## config.mk

```make
export PLATFORM = sky130hd
export DESIGN_NAME = bus1ton_flat
export DESIGN_NICKNAME = d
export VERILOG_FILES = /design/src/rtl/bus1ton_pkg.sv /design/src/rtl/bus1ton_if.sv /design/src/rtl/bus1ton_decode.sv /design/src/rtl/bus1ton.sv /design/src/flat_wrapper.sv
export SDC_FILE = /design/constraint.sdc
export NUM_CORES = 1
export LEC_CHECK = 0
export CAP_MARGIN = 25
export CORE_ASPECT_RATIO = 1.5
export CORE_MARGIN = 3
export CORE_UTILIZATION = 35
export CTS_CLUSTER_DIAMETER = 120
export DETAILED_ROUTE_END_ITERATION = 10
export PLACE_DENSITY = 0.81
export SLEW_MARGIN = 10
export SYNTH_ARGS = -nofsm -noshare
export SYNTH_HDL_FRONTEND = slang
export SYNTH_SLANG_ARGS = --single-unit
```

## constraint.sdc

```tcl
create_clock -name clk -period 2.2 [get_ports clk]
set_clock_uncertainty 0.2 [all_clocks]
set_input_delay 0.33 -clock clk [delete_from_list [all_inputs] [get_ports clk]]
set_output_delay 0.33 -clock clk [all_outputs]
set_load 0.05 [all_outputs]
```

## src/rtl/bus1ton_pkg.sv

```systemverilog
// Shared definitions for the bus1ton splitter and related interconnect blocks.
// Provides bus width constants, the FSM state encoding, the request payload
// struct, the default error read-data value and a select-width helper.
package bus1ton_pkg;

    localparam int unsigned ADDR_W     = 32;
    localparam int unsigned DATA_W     = 32;
    localparam int unsigned STRB_W     = DATA_W / 8;
    localparam int unsigned MAX_SLAVES = 8;

    localparam logic [DATA_W-1:0] ERR_DATA_DEFAULT = 32'hDEAD_BEEF;

    typedef enum logic [1:0] {
        ST_IDLE = 2'd0,
        ST_BUSY = 2'd1,
        ST_ERR  = 2'd2
    } state_e;

    // Latched master request, broadcast to all slaves
    typedef struct packed {
        logic [ADDR_W-1:0] addr;
        logic [DATA_W-1:0] wdata;
        logic [STRB_W-1:0] wstrb;
    } req_t;

    // Bits needed to index n items; at least one bit so a lone slave still has a select
    function automatic int unsigned sel_width(input int unsigned n);
        return (n > 1) ? $clog2(n) : 1;
    endfunction

endpackage

```

## src/rtl/bus1ton_if.sv

```systemverilog
// Valid/ready memory bus bundle around the bus1ton splitter.
// Master side : mvalid, maddr, mwdata, mwstrb -> mready, mrdata, merr
// Slave side  : svalid (one-hot), saddr, swdata, swstrb -> sready, srdata (packed per slave)
// Modports    : slave  - view of the splitter (accepts master requests, drives slaves)
//               master - view of the surrounding environment (core plus slave models)
interface bus1ton_if
    import bus1ton_pkg::*;
#(
    parameter int unsigned N_SLAVES = 2
);

    logic                       mvalid;
    logic                       mready;
    logic [ADDR_W-1:0]          maddr;
    logic [DATA_W-1:0]          mwdata;
    logic [STRB_W-1:0]          mwstrb;
    logic [DATA_W-1:0]          mrdata;
    logic                       merr;

    logic [N_SLAVES-1:0]        svalid;
    logic [N_SLAVES-1:0]        sready;
    logic [ADDR_W-1:0]          saddr;
    logic [DATA_W-1:0]          swdata;
    logic [STRB_W-1:0]          swstrb;
    logic [DATA_W*N_SLAVES-1:0] srdata;

    modport slave (
        input  mvalid, maddr, mwdata, mwstrb,
        output mready, mrdata, merr,
        output svalid, saddr, swdata, swstrb,
        input  sready, srdata
    );

    modport master (
        output mvalid, maddr, mwdata, mwstrb,
        input  mready, mrdata, merr,
        input  svalid, saddr, swdata, swstrb,
        output sready, srdata
    );

endinterface

```

## src/rtl/bus1ton_decode.sv

```systemverilog
// Address window decoder: priority encoder over N base/mask windows.
// Window i hits when (addr & mask_i) == base_i; the lowest hitting index wins.
// Ports:
//   i_addr : address to decode
//   o_hit  : some window matched
//   o_sel  : index of the lowest matching window (0 when no hit)
module bus1ton_decode
    import bus1ton_pkg::*;
#(
    parameter int unsigned                  N_SLAVES = 2,
    parameter logic [ADDR_W*N_SLAVES-1:0]   SLV_BASE = {32'h1000_0000, 32'h0000_0000},
    parameter logic [ADDR_W*N_SLAVES-1:0]   SLV_MASK = {32'hF000_0000, 32'hF000_0000},
    localparam int unsigned                 SEL_W    = sel_width(N_SLAVES)
) (
    input  logic [ADDR_W-1:0] i_addr,
    output logic              o_hit,
    output logic [SEL_W-1:0]  o_sel
);

    // Scan from the top down so that the last (lowest) match overrides the rest
    always_comb begin
        o_hit = 1'b0;
        o_sel = '0;
        for (int i = int'(N_SLAVES) - 1; i >= 0; i--) begin
            if ((i_addr & SLV_MASK[ADDR_W*i +: ADDR_W]) == SLV_BASE[ADDR_W*i +: ADDR_W]) begin
                o_hit = 1'b1;
                o_sel = SEL_W'(i);
            end
        end
    end

endmodule

```

## src/rtl/bus1ton.sv

```systemverilog
// Registered 1-master-to-N-slave splitter for the valid/ready memory bus.
// A request seen in IDLE is latched and forwarded to the single decoded slave;
// unmapped addresses complete with merr=1 and ERR_DATA instead of hanging.
// Ports:
//   clk    : clock, rising edge
//   resetn : asynchronous active-low reset
//   bus    : bus1ton_if.slave - master request/response and broadcast slave bus
// The completion response (mready/mrdata/merr) is combinational from the
// registered state so a slave's sready is returned in the same cycle.
// Optional feature: define BUS_TIMEOUT_EN to abort a slave that does not answer
// within TIMEOUT BUSY cycles (error completion); undefined, BUSY waits forever.
module bus1ton
    import bus1ton_pkg::*;
#(
    parameter int unsigned                  N_SLAVES = 2,
    parameter logic [ADDR_W*N_SLAVES-1:0]   SLV_BASE = {32'h1000_0000, 32'h0000_0000},
    parameter logic [ADDR_W*N_SLAVES-1:0]   SLV_MASK = {32'hF000_0000, 32'hF000_0000},
    parameter logic [DATA_W-1:0]            ERR_DATA = ERR_DATA_DEFAULT,
    parameter int unsigned                  TIMEOUT  = 1024
) (
    input  logic      clk,
    input  logic      resetn,
    bus1ton_if.slave  bus
);

    localparam int unsigned SEL_W = sel_width(N_SLAVES);

    // Reject configurations the design is not built for
    if (N_SLAVES < 1 || N_SLAVES > MAX_SLAVES || TIMEOUT < 2) begin : g_bad_cfg
        $error("bus1ton: N_SLAVES must be 1..8 and TIMEOUT >= 2");
    end

    state_e              r_state;
    req_t                r_req;
    logic [SEL_W-1:0]    r_sel;
    logic [N_SLAVES-1:0] r_svalid;

    logic                w_hit;
    logic [SEL_W-1:0]    w_sel;
    logic                w_sready_sel;
    logic [DATA_W-1:0]   w_srdata_sel;
    logic                w_done_ok;
    logic                w_done_err;
    logic                w_expire;

`ifdef BUS_TIMEOUT_EN
    localparam int unsigned CNT_W = sel_width(TIMEOUT);
    logic [CNT_W-1:0]    r_cnt;
`endif

    // Address decode on the live master address (only consumed in IDLE)
    bus1ton_decode #(
        .N_SLAVES (N_SLAVES),
        .SLV_BASE (SLV_BASE),
        .SLV_MASK (SLV_MASK)
    ) u_decode (
        .i_addr (bus.maddr),
        .o_hit  (w_hit),
        .o_sel  (w_sel)
    );

    // Selected slave's response and the completion conditions for this cycle
    always_comb begin
        w_sready_sel = bus.sready[r_sel];
        w_srdata_sel = bus.srdata[DATA_W*r_sel +: DATA_W];
        w_done_ok    = (r_state == ST_BUSY) && w_sready_sel;
        w_expire     = 1'b0;
`ifdef BUS_TIMEOUT_EN
        // A same-cycle sready takes priority over expiry
        w_expire     = (r_state == ST_BUSY) && !w_sready_sel
                       && (r_cnt == CNT_W'(TIMEOUT - 1));
`endif
        w_done_err   = (r_state == ST_ERR) || w_expire;
    end

    // Master response; forced to zero outside the completion cycle
    always_comb begin
        bus.mready = w_done_ok || w_done_err;
        bus.merr   = w_done_err;
        bus.mrdata = '0;
        if (w_done_ok) begin
            bus.mrdata = w_srdata_sel;
        end else if (w_done_err) begin
            bus.mrdata = ERR_DATA;
        end
    end

    assign bus.svalid = r_svalid;
    assign bus.saddr  = r_req.addr;
    assign bus.swdata = r_req.wdata;
    assign bus.swstrb = r_req.wstrb;

    // FSM, request registers and slave select
    always_ff @(posedge clk or negedge resetn) begin
        if (!resetn) begin
            r_state  <= ST_IDLE;
            r_req    <= '0;
            r_sel    <= '0;
            r_svalid <= '0;
        end else begin
            case (r_state)
                ST_IDLE: begin
                    if (bus.mvalid) begin
                        r_req <= '{addr: bus.maddr, wdata: bus.mwdata, wstrb: bus.mwstrb};
                        if (w_hit) begin
                            r_sel    <= w_sel;
                            r_svalid <= N_SLAVES'(1) << w_sel;
                            r_state  <= ST_BUSY;
                        end else begin
                            r_state  <= ST_ERR;
                        end
                    end
                end
                ST_BUSY: begin
                    // Master inputs are ignored here, even if mvalid drops
                    if (w_done_ok || w_expire) begin
                        r_svalid <= '0;
                        r_state  <= ST_IDLE;
                    end
                end
                ST_ERR: begin
                    r_state <= ST_IDLE;
                end
                default: begin
                    r_svalid <= '0;
                    r_state  <= ST_IDLE;
                end
            endcase
        end
    end

`ifdef BUS_TIMEOUT_EN
    // Slave-wait counter: zero on entry to BUSY, counts cycles without sready
    always_ff @(posedge clk or negedge resetn) begin
        if (!resetn) begin
            r_cnt <= '0;
        end else if (r_state != ST_BUSY) begin
            r_cnt <= '0;
        end else if (!w_sready_sel) begin
            r_cnt <= r_cnt + CNT_W'(1);
        end
    end
`endif

endmodule

```

## src/flat_wrapper.sv

```systemverilog
// flat-port wrapper written by rule: the top's interface ports become plain ports
module bus1ton_flat import bus1ton_pkg::*;
#(
    parameter int unsigned                  N_SLAVES = 2,
    parameter logic [ADDR_W*N_SLAVES-1:0]   SLV_BASE = {32'h1000_0000, 32'h0000_0000},
    parameter logic [ADDR_W*N_SLAVES-1:0]   SLV_MASK = {32'hF000_0000, 32'hF000_0000},
    parameter logic [DATA_W-1:0]            ERR_DATA = ERR_DATA_DEFAULT,
    parameter int unsigned                  TIMEOUT  = 1024
)
  (clk, resetn, bus_mvalid, bus_maddr, bus_mwdata, bus_mwstrb, bus_mready, bus_mrdata, bus_merr, bus_svalid, bus_saddr, bus_swdata, bus_swstrb, bus_sready, bus_srdata);
  bus1ton_if #(.N_SLAVES(N_SLAVES)) bus_i ();
  input  logic clk;
  input  logic resetn;
  input wire logic [$bits(bus_i.mvalid)-1:0] bus_mvalid;
  input wire logic [$bits(bus_i.maddr)-1:0] bus_maddr;
  input wire logic [$bits(bus_i.mwdata)-1:0] bus_mwdata;
  input wire logic [$bits(bus_i.mwstrb)-1:0] bus_mwstrb;
  output wire logic [$bits(bus_i.mready)-1:0] bus_mready;
  output wire logic [$bits(bus_i.mrdata)-1:0] bus_mrdata;
  output wire logic [$bits(bus_i.merr)-1:0] bus_merr;
  output wire logic [$bits(bus_i.svalid)-1:0] bus_svalid;
  output wire logic [$bits(bus_i.saddr)-1:0] bus_saddr;
  output wire logic [$bits(bus_i.swdata)-1:0] bus_swdata;
  output wire logic [$bits(bus_i.swstrb)-1:0] bus_swstrb;
  input wire logic [$bits(bus_i.sready)-1:0] bus_sready;
  input wire logic [$bits(bus_i.srdata)-1:0] bus_srdata;
  assign bus_i.mvalid = bus_mvalid;
  assign bus_i.maddr = bus_maddr;
  assign bus_i.mwdata = bus_mwdata;
  assign bus_i.mwstrb = bus_mwstrb;
  assign bus_mready = bus_i.mready;
  assign bus_mrdata = bus_i.mrdata;
  assign bus_merr = bus_i.merr;
  assign bus_svalid = bus_i.svalid;
  assign bus_saddr = bus_i.saddr;
  assign bus_swdata = bus_i.swdata;
  assign bus_swstrb = bus_i.swstrb;
  assign bus_i.sready = bus_sready;
  assign bus_i.srdata = bus_srdata;
  bus1ton #(.N_SLAVES(N_SLAVES), .SLV_BASE(SLV_BASE), .SLV_MASK(SLV_MASK), .ERR_DATA(ERR_DATA), .TIMEOUT(TIMEOUT)) u_core (.clk(clk), .resetn(resetn), .bus(bus_i));
endmodule
```

==> reports/qor.csv <==
stage;metric;value;unit
status;status;finished with violations;
status;violations;negative setup slack;
critical_path;worstSetupEndpointType;output pin;
sta;relSlewSlack;0.637;
cells_and_area;antenna_cells;0;
clock_network;cts_sinks;73;
floorplanning;coreArea;9420;um^2
critical_path;required;1670;ps
sta;setup_viol;25;
sta;rsz0062_at_grt;true;
synthesis;synth_seq_area_share;0.533;
critical_path;crit_family;buffers and inverters;
floorplanning;rows;43;
detailed_routing;vias;3577;
critical_path;path_class;reg -> out;
synthesis;syn_nets;530;
grt;grt_pass1_wl;19200;um
pwr;power_density;882;nW/um^2
min_path;hp-class;reg -> reg;
synthesis;ys_seq_elements;73;
cells_and_area;fill_cells;712;
pwr;sequentialPowerShare;0.294;
synthesis;synthAdderAreaFrac;0;
sta;tns;-2430;ps
floorplanning;pin_count;241;
detailed_routing;drtIter0Drc;126;
grt;grt_usage;0.224;
grt;grt-ovfl-total;0;
floorplanning;fp.dieW;86.8;um
synthesis;synth_cell_types;23;
pwr;comb_power_share;0.459;
synthesis;netlist_instances;393;
pwr;peakVddDrop;0.000672;V
cells_and_area;drive_gt1_frac;0.161;
floorplanning;start_util;0.364;
detailed_routing;drc;0;
detailed_routing;dr.pass1.iters;5;
sta;worst_hold_slack;271;ps
grt;antenna_found_initial;0;
pwr;power_leakage;3.03;nW
placement;io_buffers;240;
critical_path;arrival;1820;ps
floorplanning;die_area;11000;um^2
critical_path;r2r_slack;410;ps
grt;grt_max_degree;70;
critical_path;r2r_cells;5;
grt;grt_pass1_vias;3744;
critical_path;startpoint_type;flip-flop;
synthesis;synth_top_family_by_area;simple AND/OR/NAND/NOR gates;
synthesis;yosysTopAreaCellShare;0.533;
clock_network;cts-root-buf;clkbuf_16;
pwr;p_switching;0.00237;W
placement;dpl_cell_area;6160;um^2
synthesis;async_reset_ff_frac;1.00;
synthesis;syn-mean-instance-area;8.72;um^2
clock_network;path_clk_slew;60;ps
floorplanning;dieHeight;127;um
pwr;switching_share;0.408;
cells_and_area;final_common_cell;nand2_1;
synthesis;ys_warn_count;0;
detailed_routing;post_drt_wl_per_cell;16.5;um
critical_path;worst_path_max_delay_cell;dfrtp_2;
pwr;power.internal;0.00344;W
min_path;hold_depth;2;
synthesis;synth_mux_area_frac;0.101;
placement;dp_slack;-101;ps
clock_network;cts_tree;yes;
sta;post-route-period-util;1.07;
synthesis;yosys.area_share.simple;0.267;
detailed_routing;wl;12400;um
synthesis;synthXorXnorAreaFrac;0;
critical_path;critPathMaxStageDelay;450;ps
critical_path;crit_fanout;7;
sta;worst_slack;-147;ps
clock_network;clock_path_buffers;2;
synthesis;syn_area;3430;um^2
cells_and_area;area_delta_synth_final;92.3;%
run;drv_cap;0;
critical_path;critPathBufInv;3;
clock_network;cts_buffers;9;
sta;worstMarginPinSlew;543;ps
cells_and_area;final_cell_area;6590;um^2
cells_and_area;final_cell_mix;206 x nand2_1, 203 x clkdlybuf4s50_1, 72 x dfrtp_1;
pwr;power_frac_clock;0.248;
placement;hpwl;9710;um
min_path;min_to;u_core.bus.saddr[4];
critical_path;r2r_start;u_core.r_state[0];
detailed_routing;ant_nets;0;
sta;fin_crit;2350;ps
detailed_routing;post_drt_via_cell_ratio;4.77;
synthesis;synth_edf_count;0;
synthesis;synth.area.top_cells;dfrtp_1 53%, nand2_1 23%, mux2i_1 9.6%, a21oi_1 3.5%, buf_6 3.0%;
synthesis;synth_largest_area_cell;dfrtp_1;
min_path;worstHoldStart;u_core.bus.saddr[4];
placement;gp_congestion;0.767;
cells_and_area;nets;770;
clock_network;insertion_delay;320;ps
clock_network;htree_num_levels;3;
synthesis;synthFlopType;dfrtp_1;
synthesis;synth_compound_area_frac;0.0467;
sta;fmax;426;MHz
sta;finalHoldViolCount;0;
sta;drv_slew;0;
critical_path;worst_r2r_endpoint;u_core.bus.swdata[30];
critical_path;crit_chain;mux2_4 -> a21oi_4 -> buf_4 -> buf_12 -> a21oi_2 -> buf_6;
critical_path;setup.worst_path.start;u_core.r_sel;
==> stage by stage <==
stage | power, W | std cells | util
after floorplan | 0.00337 | 393 | -
after global placement | 0.00431 | 732 | 0.654
after detailed placement | 0.00435 | 732 | 0.654
after CTS | 0.00585 | 749 | 0.693
after global routing | 0.00607 | 750 | 0.700
final | 0.00581 | 750 | 0.700
==> power groups by stage <==
stage / Clock [W] / Sequential, W / Combinational [W]
floorplan: 0 / 0.00250 / 0.000866
global placement: 0 / 0.00172 / 0.00259
detailed placement: 0 / 0.00173 / 0.00262
CTS: 0.00148 / 0.00171 / 0.00266
global route: 0.00153 / 0.00174 / 0.00280
finish: 0.00144 / 0.00171 / 0.00267
==> how the worst max path moves through the flow <==
stage	cells past startpoint	endpoint	slack (ps)
floorplan	5	bus_mrdata[0]	-270
global placement	6	bus_mrdata[3]	-50
detailed placement	6	bus_mrdata[2]	-100
CTS	5	bus_mrdata[2]	-170
global route	5	bus_mrdata[31]	-210
finish	6	bus_mrdata[18]	-150
==> registers in the layout, indices dropped and copies added (netlist names) <==
| name | flops |
|---|---|
| u_core.bus.swdata | 32 |
| u_core.bus.saddr | 32 |
| u_core.bus.swstrb | 4 |
| u_core.bus.svalid | 2 |
| u_core.r_sel | 1 |
| u_core.r_state | 2 |
==> kinds of logic (layout without fill, tap and decap cells) <==
family	Yosys count	in the layout
simple gates	231	231
flops	73	73
mux	34	34
compound gates	29	29
buf+inv	26	271
==> cell type report <==
type,instances,area [um^2],area share
Tap cell,112,140,0.0213
Inverter,2,10.0,0.00152
Clock buffer,9,225,0.0342
Multi-Input combinational cell,294,1640,0.249
Timing Repair Buffer,253,2680,0.406
Sequential cell,73,1830,0.277
Clock inverter,7,71.3,0.0108
==> layer usage <==
metal	global-route usage	up-vias	routed length (um)	share of wire
li1	-	1719	-	-
met1	0.251	1661	4480	0.36
met2	0.385	182	6320	0.51
met3	0.0884	15	1410	0.11
met4	0.0716	0	187	0.015
met5	0	-	0	0
==> repair_timing <==
| item | 4_1_cts | 5_1_grt |
|---|---|---|
| resized for setup | 18 | 19 |
| endpoints found under the setup margin | 33 | 33 |
| pin swaps | 0 | 0 |
| buffers inserted | 0 | 1 |
| endpoints found under the hold margin | 35 | 0 |
| hold buffers | 1 | 0 |
==> synthesized netlist by cell type (2+ instances only) <==
cell type / n
o21ai_0: 3
dfrtp_1: 73
mux2i_1: 33
nor2_1: 9
nand2b_1: 2
buf_2: 9
nand2_1: 207
and2b_1: 2
buf_6: 9
nand3_1: 5
inv_1: 2
clkbuf_1: 5
a21oi_1: 24
==> tightest hold or removal path, cell delays in order (launching register included) <==
cell     delay, ps
dfrtp_1        340
nand2_1         50
nand2_1         50
No activity file was read; power rests on OpenSTA's default activity.
